**config.mk**
```make
export PLATFORM = sky130hd
export DESIGN_NAME = id_ex_stage_flat
export DESIGN_NICKNAME = d
export VERILOG_FILES = /design/src/rtl/pipe_pkg.sv /design/src/rtl/id_ex_stage_if.sv /design/src/rtl/fwd_sel.sv /design/src/rtl/id_ex_stage.sv /design/src/flat_wrapper.sv
export SDC_FILE = /design/constraint.sdc
export NUM_CORES = 1
export LEC_CHECK = 0
export BUFFER_PORTS_ARGS = -buffer_cell sky130_fd_sc_hd__buf_2
export CORE_ASPECT_RATIO = 0.8
export CORE_MARGIN = 2
export CORE_UTILIZATION = 35
export CTS_CLUSTER_SIZE = 8
export DETAILED_ROUTE_END_ITERATION = 10
export HOLD_SLACK_MARGIN = 0.1
export PLACE_DENSITY = 0.66
export SLEW_MARGIN = 15
export SYNTH_ARGS = -nofsm -noshare
export SYNTH_HDL_FRONTEND = slang
export SYNTH_HIERARCHICAL = 1
export SYNTH_SLANG_ARGS = --single-unit
```
**constraint.sdc**
```tcl
create_clock -name clk -period 2.6 [get_ports clk]
set_clock_uncertainty 0.2 [all_clocks]
set_input_delay 0 -clock clk [delete_from_list [all_inputs] [get_ports clk]]
set_output_delay 0 -clock clk [all_outputs]
set_load 0.01 [all_outputs]
```
**src/rtl/pipe_pkg.sv**
```systemverilog
// Shared constants and types for the decode->execute boundary.
// Control-bundle bit positions, register-file geometry and forward-select encoding.
package pipe_pkg;

   localparam int unsigned DATA_W = 32;
   localparam int unsigned REG_AW = 4;

   localparam int unsigned CTRL_REGWRITE = 0;
   localparam int unsigned CTRL_MEMTOREG = 1;
   localparam int unsigned CTRL_MEMWRITE = 2;
   localparam int unsigned CTRL_BRANCH   = 3;
   localparam int unsigned CTRL_ALUSRC   = 4;
   localparam int unsigned CTRL_ALUOP_LO = 5;

   localparam logic [REG_AW-1:0] REG_PC = 4'hF;

   typedef enum logic [1:0] {
      FWD_RF = 2'd0,
      FWD_W  = 2'd1,
      FWD_M  = 2'd2
   } fwd_sel_t;

   // A later stage supplies the operand when it writes the register being read.
   function automatic logic fwd_hit(input logic [REG_AW-1:0] ra,
                                    input logic [REG_AW-1:0] wa,
                                    input logic              we);
      return we && (wa == ra) && (ra != REG_PC);
   endfunction

endpackage

```
**src/rtl/id_ex_stage_if.sv**
```systemverilog
// Bundle of decode, forward-source, execute and hazard-control signals around the E register.
// The slave view belongs to the stage itself; the master view drives it.
interface id_ex_stage_if
   import pipe_pkg::*;
#(
   parameter int unsigned CTRL_W = 8,
   parameter int unsigned CNT_W  = 16
);
   logic [REG_AW-1:0] RA1D, RA2D, WA3D;
   logic [DATA_W-1:0] RD1D, RD2D, ExtImmD;
   logic [CTRL_W-1:0] CtrlD;

   logic [REG_AW-1:0] WA3M, WA3W;
   logic              RegWriteM, RegWriteW;
   logic [DATA_W-1:0] ALUResultM, ResultW;
   logic              BranchTakenE;

   logic [DATA_W-1:0] SrcAE, WriteDataE, ExtImmE;
   logic [REG_AW-1:0] WA3E;
   logic [CTRL_W-1:0] CtrlE;
   logic              ValidE;
   logic              StallF, StallD, FlushD, FlushE;
   logic [CNT_W-1:0]  StallCnt;

   modport master (
      output RA1D, RA2D, WA3D, RD1D, RD2D, ExtImmD, CtrlD,
      output WA3M, WA3W, RegWriteM, RegWriteW, ALUResultM, ResultW, BranchTakenE,
      input  SrcAE, WriteDataE, ExtImmE, WA3E, CtrlE, ValidE,
      input  StallF, StallD, FlushD, FlushE, StallCnt
   );

   modport slave (
      input  RA1D, RA2D, WA3D, RD1D, RD2D, ExtImmD, CtrlD,
      input  WA3M, WA3W, RegWriteM, RegWriteW, ALUResultM, ResultW, BranchTakenE,
      output SrcAE, WriteDataE, ExtImmE, WA3E, CtrlE, ValidE,
      output StallF, StallD, FlushD, FlushE, StallCnt
   );
endinterface

```
**src/rtl/fwd_sel.sv**
```systemverilog
// Chooses the source of one execute operand: M result, W result, or the registered read data.
module fwd_sel
   import pipe_pkg::*;
(
   input  logic [REG_AW-1:0] i_rae,
   input  logic [REG_AW-1:0] i_wa3m,
   input  logic [REG_AW-1:0] i_wa3w,
   input  logic              i_regwritem,
   input  logic              i_regwritew,
   output fwd_sel_t          o_sel_c
);

   // M is younger than W, so it wins when both write the same register.
   always_comb begin
      o_sel_c = FWD_RF;
      if (fwd_hit(i_rae, i_wa3m, i_regwritem)) begin
         o_sel_c = FWD_M;
      end else if (fwd_hit(i_rae, i_wa3w, i_regwritew)) begin
         o_sel_c = FWD_W;
      end
   end

endmodule

```
**src/rtl/id_ex_stage.sv**
```systemverilog
// Decode->execute pipeline register with M/W operand forwarding, load-use and branch
// hazard control for F/D, and a saturating count of load-use stall cycles.
module id_ex_stage
   import pipe_pkg::*;
#(
   parameter int unsigned CTRL_W = 8,
   parameter int unsigned CNT_W  = 16
)(
   input  logic          clk,
   input  logic          reset,
   id_ex_stage_if.slave  bus
);

   logic [DATA_W-1:0] r_rd1e, r_rd2e, r_imme;
   logic [REG_AW-1:0] r_ra1e, r_ra2e, r_wa3e;
   logic [CTRL_W-1:0] r_ctrle;
   logic              r_valide;
   logic [CNT_W-1:0]  r_stall_cnt;

   logic              w_ld_stall;
   logic              w_stall_d;
   logic              w_flush_e;
   fwd_sel_t          w_sel_a, w_sel_b;
   logic [DATA_W-1:0] w_src_a, w_src_b;

   // Load in E whose destination the decode instruction reads; r15 reads come from the PC path.
   assign w_ld_stall = r_ctrle[CTRL_MEMTOREG] && r_valide
                       && ((r_wa3e == bus.RA1D) || (r_wa3e == bus.RA2D))
                       && (r_wa3e != REG_PC);
   assign w_stall_d  = w_ld_stall && !bus.BranchTakenE;
   assign w_flush_e  = w_ld_stall || bus.BranchTakenE;

   always_ff @(posedge clk) begin
      if (reset || w_flush_e) begin
         r_rd1e   <= '0;
         r_rd2e   <= '0;
         r_imme   <= '0;
         r_ra1e   <= '0;
         r_ra2e   <= '0;
         r_wa3e   <= '0;
         r_ctrle  <= '0;
         r_valide <= 1'b0;
      end else begin
         r_rd1e   <= bus.RD1D;
         r_rd2e   <= bus.RD2D;
         r_imme   <= bus.ExtImmD;
         r_ra1e   <= bus.RA1D;
         r_ra2e   <= bus.RA2D;
         r_wa3e   <= bus.WA3D;
         r_ctrle  <= bus.CtrlD;
         r_valide <= 1'b1;
      end
   end

   always_ff @(posedge clk) begin
      if (reset) begin
         r_stall_cnt <= '0;
      end else if (w_stall_d && (r_stall_cnt != '1)) begin
         r_stall_cnt <= r_stall_cnt + CNT_W'(1);
      end
   end

   fwd_sel u_fwd_a (
      .i_rae       (r_ra1e),
      .i_wa3m      (bus.WA3M),
      .i_wa3w      (bus.WA3W),
      .i_regwritem (bus.RegWriteM),
      .i_regwritew (bus.RegWriteW),
      .o_sel_c     (w_sel_a)
   );

   fwd_sel u_fwd_b (
      .i_rae       (r_ra2e),
      .i_wa3m      (bus.WA3M),
      .i_wa3w      (bus.WA3W),
      .i_regwritem (bus.RegWriteM),
      .i_regwritew (bus.RegWriteW),
      .o_sel_c     (w_sel_b)
   );

   always_comb begin
      w_src_a = r_rd1e;
      w_src_b = r_rd2e;
      case (w_sel_a)
         FWD_M:   w_src_a = bus.ALUResultM;
         FWD_W:   w_src_a = bus.ResultW;
         default: w_src_a = r_rd1e;
      endcase
      case (w_sel_b)
         FWD_M:   w_src_b = bus.ALUResultM;
         FWD_W:   w_src_b = bus.ResultW;
         default: w_src_b = r_rd2e;
      endcase
   end

   assign bus.SrcAE      = w_src_a;
   assign bus.WriteDataE = w_src_b;
   assign bus.ExtImmE    = r_imme;
   assign bus.WA3E       = r_wa3e;
   assign bus.CtrlE      = r_ctrle;
   assign bus.ValidE     = r_valide;
   assign bus.StallF     = w_stall_d;
   assign bus.StallD     = w_stall_d;
   assign bus.FlushD     = bus.BranchTakenE;
   assign bus.FlushE     = w_flush_e;
   assign bus.StallCnt   = r_stall_cnt;

endmodule

```
**src/flat_wrapper.sv**
```systemverilog
// flat-port wrapper written by rule: the top's interface ports become plain ports
module id_ex_stage_flat import pipe_pkg::*;
#(
   parameter int unsigned CTRL_W = 8,
   parameter int unsigned CNT_W  = 16
)
  (clk, reset, bus_RA1D, bus_RA2D, bus_WA3D, bus_RD1D, bus_RD2D, bus_ExtImmD, bus_CtrlD, bus_WA3M, bus_WA3W, bus_RegWriteM, bus_RegWriteW, bus_ALUResultM, bus_ResultW, bus_BranchTakenE, bus_SrcAE, bus_WriteDataE, bus_ExtImmE, bus_WA3E, bus_CtrlE, bus_ValidE, bus_StallF, bus_StallD, bus_FlushD, bus_FlushE, bus_StallCnt);
  id_ex_stage_if #(.CTRL_W(CTRL_W), .CNT_W(CNT_W)) bus_i ();
  input  logic clk;
  input  logic reset;
  input wire logic [$bits(bus_i.RA1D)-1:0] bus_RA1D;
  input wire logic [$bits(bus_i.RA2D)-1:0] bus_RA2D;
  input wire logic [$bits(bus_i.WA3D)-1:0] bus_WA3D;
  input wire logic [$bits(bus_i.RD1D)-1:0] bus_RD1D;
  input wire logic [$bits(bus_i.RD2D)-1:0] bus_RD2D;
  input wire logic [$bits(bus_i.ExtImmD)-1:0] bus_ExtImmD;
  input wire logic [$bits(bus_i.CtrlD)-1:0] bus_CtrlD;
  input wire logic [$bits(bus_i.WA3M)-1:0] bus_WA3M;
  input wire logic [$bits(bus_i.WA3W)-1:0] bus_WA3W;
  input wire logic [$bits(bus_i.RegWriteM)-1:0] bus_RegWriteM;
  input wire logic [$bits(bus_i.RegWriteW)-1:0] bus_RegWriteW;
  input wire logic [$bits(bus_i.ALUResultM)-1:0] bus_ALUResultM;
  input wire logic [$bits(bus_i.ResultW)-1:0] bus_ResultW;
  input wire logic [$bits(bus_i.BranchTakenE)-1:0] bus_BranchTakenE;
  output wire logic [$bits(bus_i.SrcAE)-1:0] bus_SrcAE;
  output wire logic [$bits(bus_i.WriteDataE)-1:0] bus_WriteDataE;
  output wire logic [$bits(bus_i.ExtImmE)-1:0] bus_ExtImmE;
  output wire logic [$bits(bus_i.WA3E)-1:0] bus_WA3E;
  output wire logic [$bits(bus_i.CtrlE)-1:0] bus_CtrlE;
  output wire logic [$bits(bus_i.ValidE)-1:0] bus_ValidE;
  output wire logic [$bits(bus_i.StallF)-1:0] bus_StallF;
  output wire logic [$bits(bus_i.StallD)-1:0] bus_StallD;
  output wire logic [$bits(bus_i.FlushD)-1:0] bus_FlushD;
  output wire logic [$bits(bus_i.FlushE)-1:0] bus_FlushE;
  output wire logic [$bits(bus_i.StallCnt)-1:0] bus_StallCnt;
  assign bus_i.RA1D = bus_RA1D;
  assign bus_i.RA2D = bus_RA2D;
  assign bus_i.WA3D = bus_WA3D;
  assign bus_i.RD1D = bus_RD1D;
  assign bus_i.RD2D = bus_RD2D;
  assign bus_i.ExtImmD = bus_ExtImmD;
  assign bus_i.CtrlD = bus_CtrlD;
  assign bus_i.WA3M = bus_WA3M;
  assign bus_i.WA3W = bus_WA3W;
  assign bus_i.RegWriteM = bus_RegWriteM;
  assign bus_i.RegWriteW = bus_RegWriteW;
  assign bus_i.ALUResultM = bus_ALUResultM;
  assign bus_i.ResultW = bus_ResultW;
  assign bus_i.BranchTakenE = bus_BranchTakenE;
  assign bus_SrcAE = bus_i.SrcAE;
  assign bus_WriteDataE = bus_i.WriteDataE;
  assign bus_ExtImmE = bus_i.ExtImmE;
  assign bus_WA3E = bus_i.WA3E;
  assign bus_CtrlE = bus_i.CtrlE;
  assign bus_ValidE = bus_i.ValidE;
  assign bus_StallF = bus_i.StallF;
  assign bus_StallD = bus_i.StallD;
  assign bus_FlushD = bus_i.FlushD;
  assign bus_FlushE = bus_i.FlushE;
  assign bus_StallCnt = bus_i.StallCnt;
  id_ex_stage #(.CTRL_W(CTRL_W), .CNT_W(CNT_W)) u_core (.clk(clk), .reset(reset), .bus(bus_i));
endmodule
```
==> results.json <==
{
  "antenna_found_initial": 1,
  "rows": 41,
  "powerDensity_nw_per_um2": 507,
  "ys_seq_elements": 133,
  "finalSetupTns_ns": 0,
  "grt_pass1_wl_um": 36400,
  "syn_avg_cell_area_sq_um": 8.90,
  "drv_cap": 0,
  "dp_hpwl_um": 14700,
  "core_sq_um": 15600,
  "syn_nets": 819,
  "outcome": "finished clean",
  "synth_top_area_cell": "dfxtp_1",
  "clock_sinks": 133,
  "worst_slack_ns": 0.0636,
  "hp-class": "in2reg",
  "post-place-ws_ns": -0.0124,
  "die_area_sq_um": 16800,
  "cts_buffers": 17,
  "grt_max_degree": 68,
  "dominantRegCellSynth": "dfxtp_1",
  "place.gp.congestion": 0.824,
  "die_w_um": 145,
  "finalHoldWorstSlack_ns": 0.117,
  "worst-path-buf-inv": 3,
  "drtPass1Iterations": 6,
  "cp-end-kind": "primary output",
  "tightest_slew_ns": 0.817,
  "path_class": "reg2out",
  "cp_max_fo": 24,
  "hold_viol_final": 0,
  "layout.nets": 1354,
  "synth_edf_count": 0,
  "yosys.area.top_type_share_pct": 48.2,
  "cp_slowest_cell": "dfxtp_2",
  "drc_errors": 0,
  "gr-usage-all-layers_pct": 28.9,
  "syn_inst": 621,
  "slowest_delay_ns": 0.37,
  "critPathTopFamily": "buffers and inverters",
  "grt-ovfl-total": 0,
  "start_util_pct": 35.5,
  "p_leak_uw": 0.00483,
  "wire_per_inst_um": 18.7,
  "slew_headroom_pct": 45.6,
  "synth_area_leaders": "dfxtp_1 (48%), and2_1 (13%), a22oi_1 (8.7%), o21ai_0 (6.2%), nand2_1 (5.0%)",
  "drv_slew": 0,
  "ant_nets": 0,
  "vias_per_cell": 5.01,
  "route.vias.total": 6942,
  "chipHeight_um": 116,
  "fin_util_pct": 67.1,
  "clk_pin_slew_ns": 0.06,
  "ys_types": 35,
  "cts_buffer_depth": 2,
  "postSynth.asyncResetShare_pct": 0,
  "synthToLayoutAreaGrowth_pct": 89.2,
  "crit_arrival_ns": 2.34,
  "drt_wl_total_um": 25800,
  "cts_tree": "done",
  "fin_crit_ns": 2.54,
  "drt_iter0_markers": 566,
  "max_freq_mhz": 394,
  "start_kind": "flop",
  "cp.required_ns": 2.40,
  "root_buffer": "clkbuf_16",
  "crit_chain": "xnor2_1, nand4_1, o221a_4, inv_2, ha_4, bufbuf_16, o21ai_1, buf_2",
  "ys.warnings.count": 6,
  "power_uw": 5310,
  "portBuffers": 321,
  "drive_above_1_share_pct": 35.1,
  "h-tree-depth": 4,
  "ios": 322,
  "peakVddDrop_mv": 0.431,
  "rsz0062_at_grt": "true",
  "first_global_vias": 6659,
  "setup_viol": 0,
  "synth-seq-area-share_pct": 48.2,
  "worstSkewPairLatency_ns": 0.43,
  "period_share_pct": 97.6,
  "netlist_area_sq_um": 5530
}
cells in the mapped netlist, drive strengths merged (5+ instances only):
cell / number
o31ai: 10
clkbuf: 43
a21oi: 16
inv: 6
nand3: 7
xnor2: 20
nand4: 8
dfxtp: 133
a22oi: 64
ha: 5
or4: 10
and2: 118
nor2: 8
o21ai: 68
nand2: 74
placed cells by master (no fill, tap or decap), drive strengths merged, types with 2 or more instances in the layout:
cell type	Yosys	final
or3	3	3
inv	6	8
xnor2	20	20
a31oi	2	2
o221a	2	2
dfxtp	133	133
buf	4	342
clkbuf	43	20
mux2	2	2
and3	2	2
or4	10	10
nand4	8	8
and4	4	4
ha	5	5
nor2b	2	2
nor2	8	8
a21oi	16	16
o31ai	10	10
nand2	74	74
clkinv	0	10
and2	118	118
nor4	2	2
a22oi	64	64
nand3	7	7
a21o	2	2
o21ai	68	68
dlygate4sd3	0	218
power breakdown:
group	internal, uW	switching (uW)
Clock	1350	963
Sequential	2110	30.2
Combinational	481	375
Total	3940	1370
layout make-up:
class,instances,area (sq um)
tap,215,269
timing repair buffer,563,4140
multi-input combinational,435,2780
antenna,1,2.50
clock inverter,14,128
clock buffer,18,439
sequential,133,2670
inverter,6,22.5
fill,1188,5130
worst register-to-register path, stage by stage, from the launching register on:
cell	delay, ns
dfxtp_1	0.41
nand4_1	0.16
and3_1	0.26
a211oi_4	0.29
buf_6	0.32
and2_1	0.21
dlygate4sd3_1	0.58
kinds of logic after synthesis:
logic type      after synthesis  synth area share, %
buf+inv                      53                 3.87
simple gates                242                 24.2
mux                           2                0.407
compound gates              166                 19.1
flops                       133                 48.2
fa+ha+maj                     5                 1.13
xor+xnor                     20                 3.17
layer usage:
metal  share of wire [%]  vias to the layer above  track usage [%]  wire (um)
met3                 8.7                       63             7.71       2240
met2                  49                      389             50.2      12800
li1                    -                     3231                -          -
met1                  39                     3259             33.1       9960
met4                 3.4                        0             14.0        874
met5                   0                        -                0          0
stage by stage:
step           cells  instance area, sq um
2_1_floorplan    621                  5530
3_3_place_gp    1120                  7370
3_5_place_dp    1120                  7370
4_1_cts         1377                 10300
5_1_grt         1385                 10500
6_report        1385                 10500
registers in the layout, summed over array words and instances, names as in the netlist:
name                 cells
u_core/bus.CtrlE         8
u_core/bus.ExtImmE      32
u_core/bus.StallCnt     16
u_core/bus.ValidE        1
u_core/bus.WA3E          4
u_core/r_ra1e            4
u_core/r_ra2e            4
u_core/r_rd1e           32
u_core/r_rd2e           32
timing repair:
item                       CTS  global route
gates cloned                 2             2
pin swaps                    2             5
gates resized for setup     12            44
setup endpoints to repair   64            79
hold buffers               218             0
hold endpoints to repair   134             0
buffers inserted             5             5
path summary, 6_finish.rpt:
check | start | end | slack, ns | depth (start not counted)
worst max register to register | u_core/bus.WA3E[1] | u_core/bus.WA3E[0] | 0.11 | 6
worst min-delay path | bus_ExtImmD[5] | u_core/bus.ExtImmE[5] | 0.12 | 3
worst min register to register | u_core/bus.StallCnt[15] | u_core/bus.StallCnt[15] | 0.31 | 2
worst max-delay path | u_core/r_ra2e[0] | bus_WriteDataE[16] | 0.06 | 8
Power figures use the tool's default switching activity.
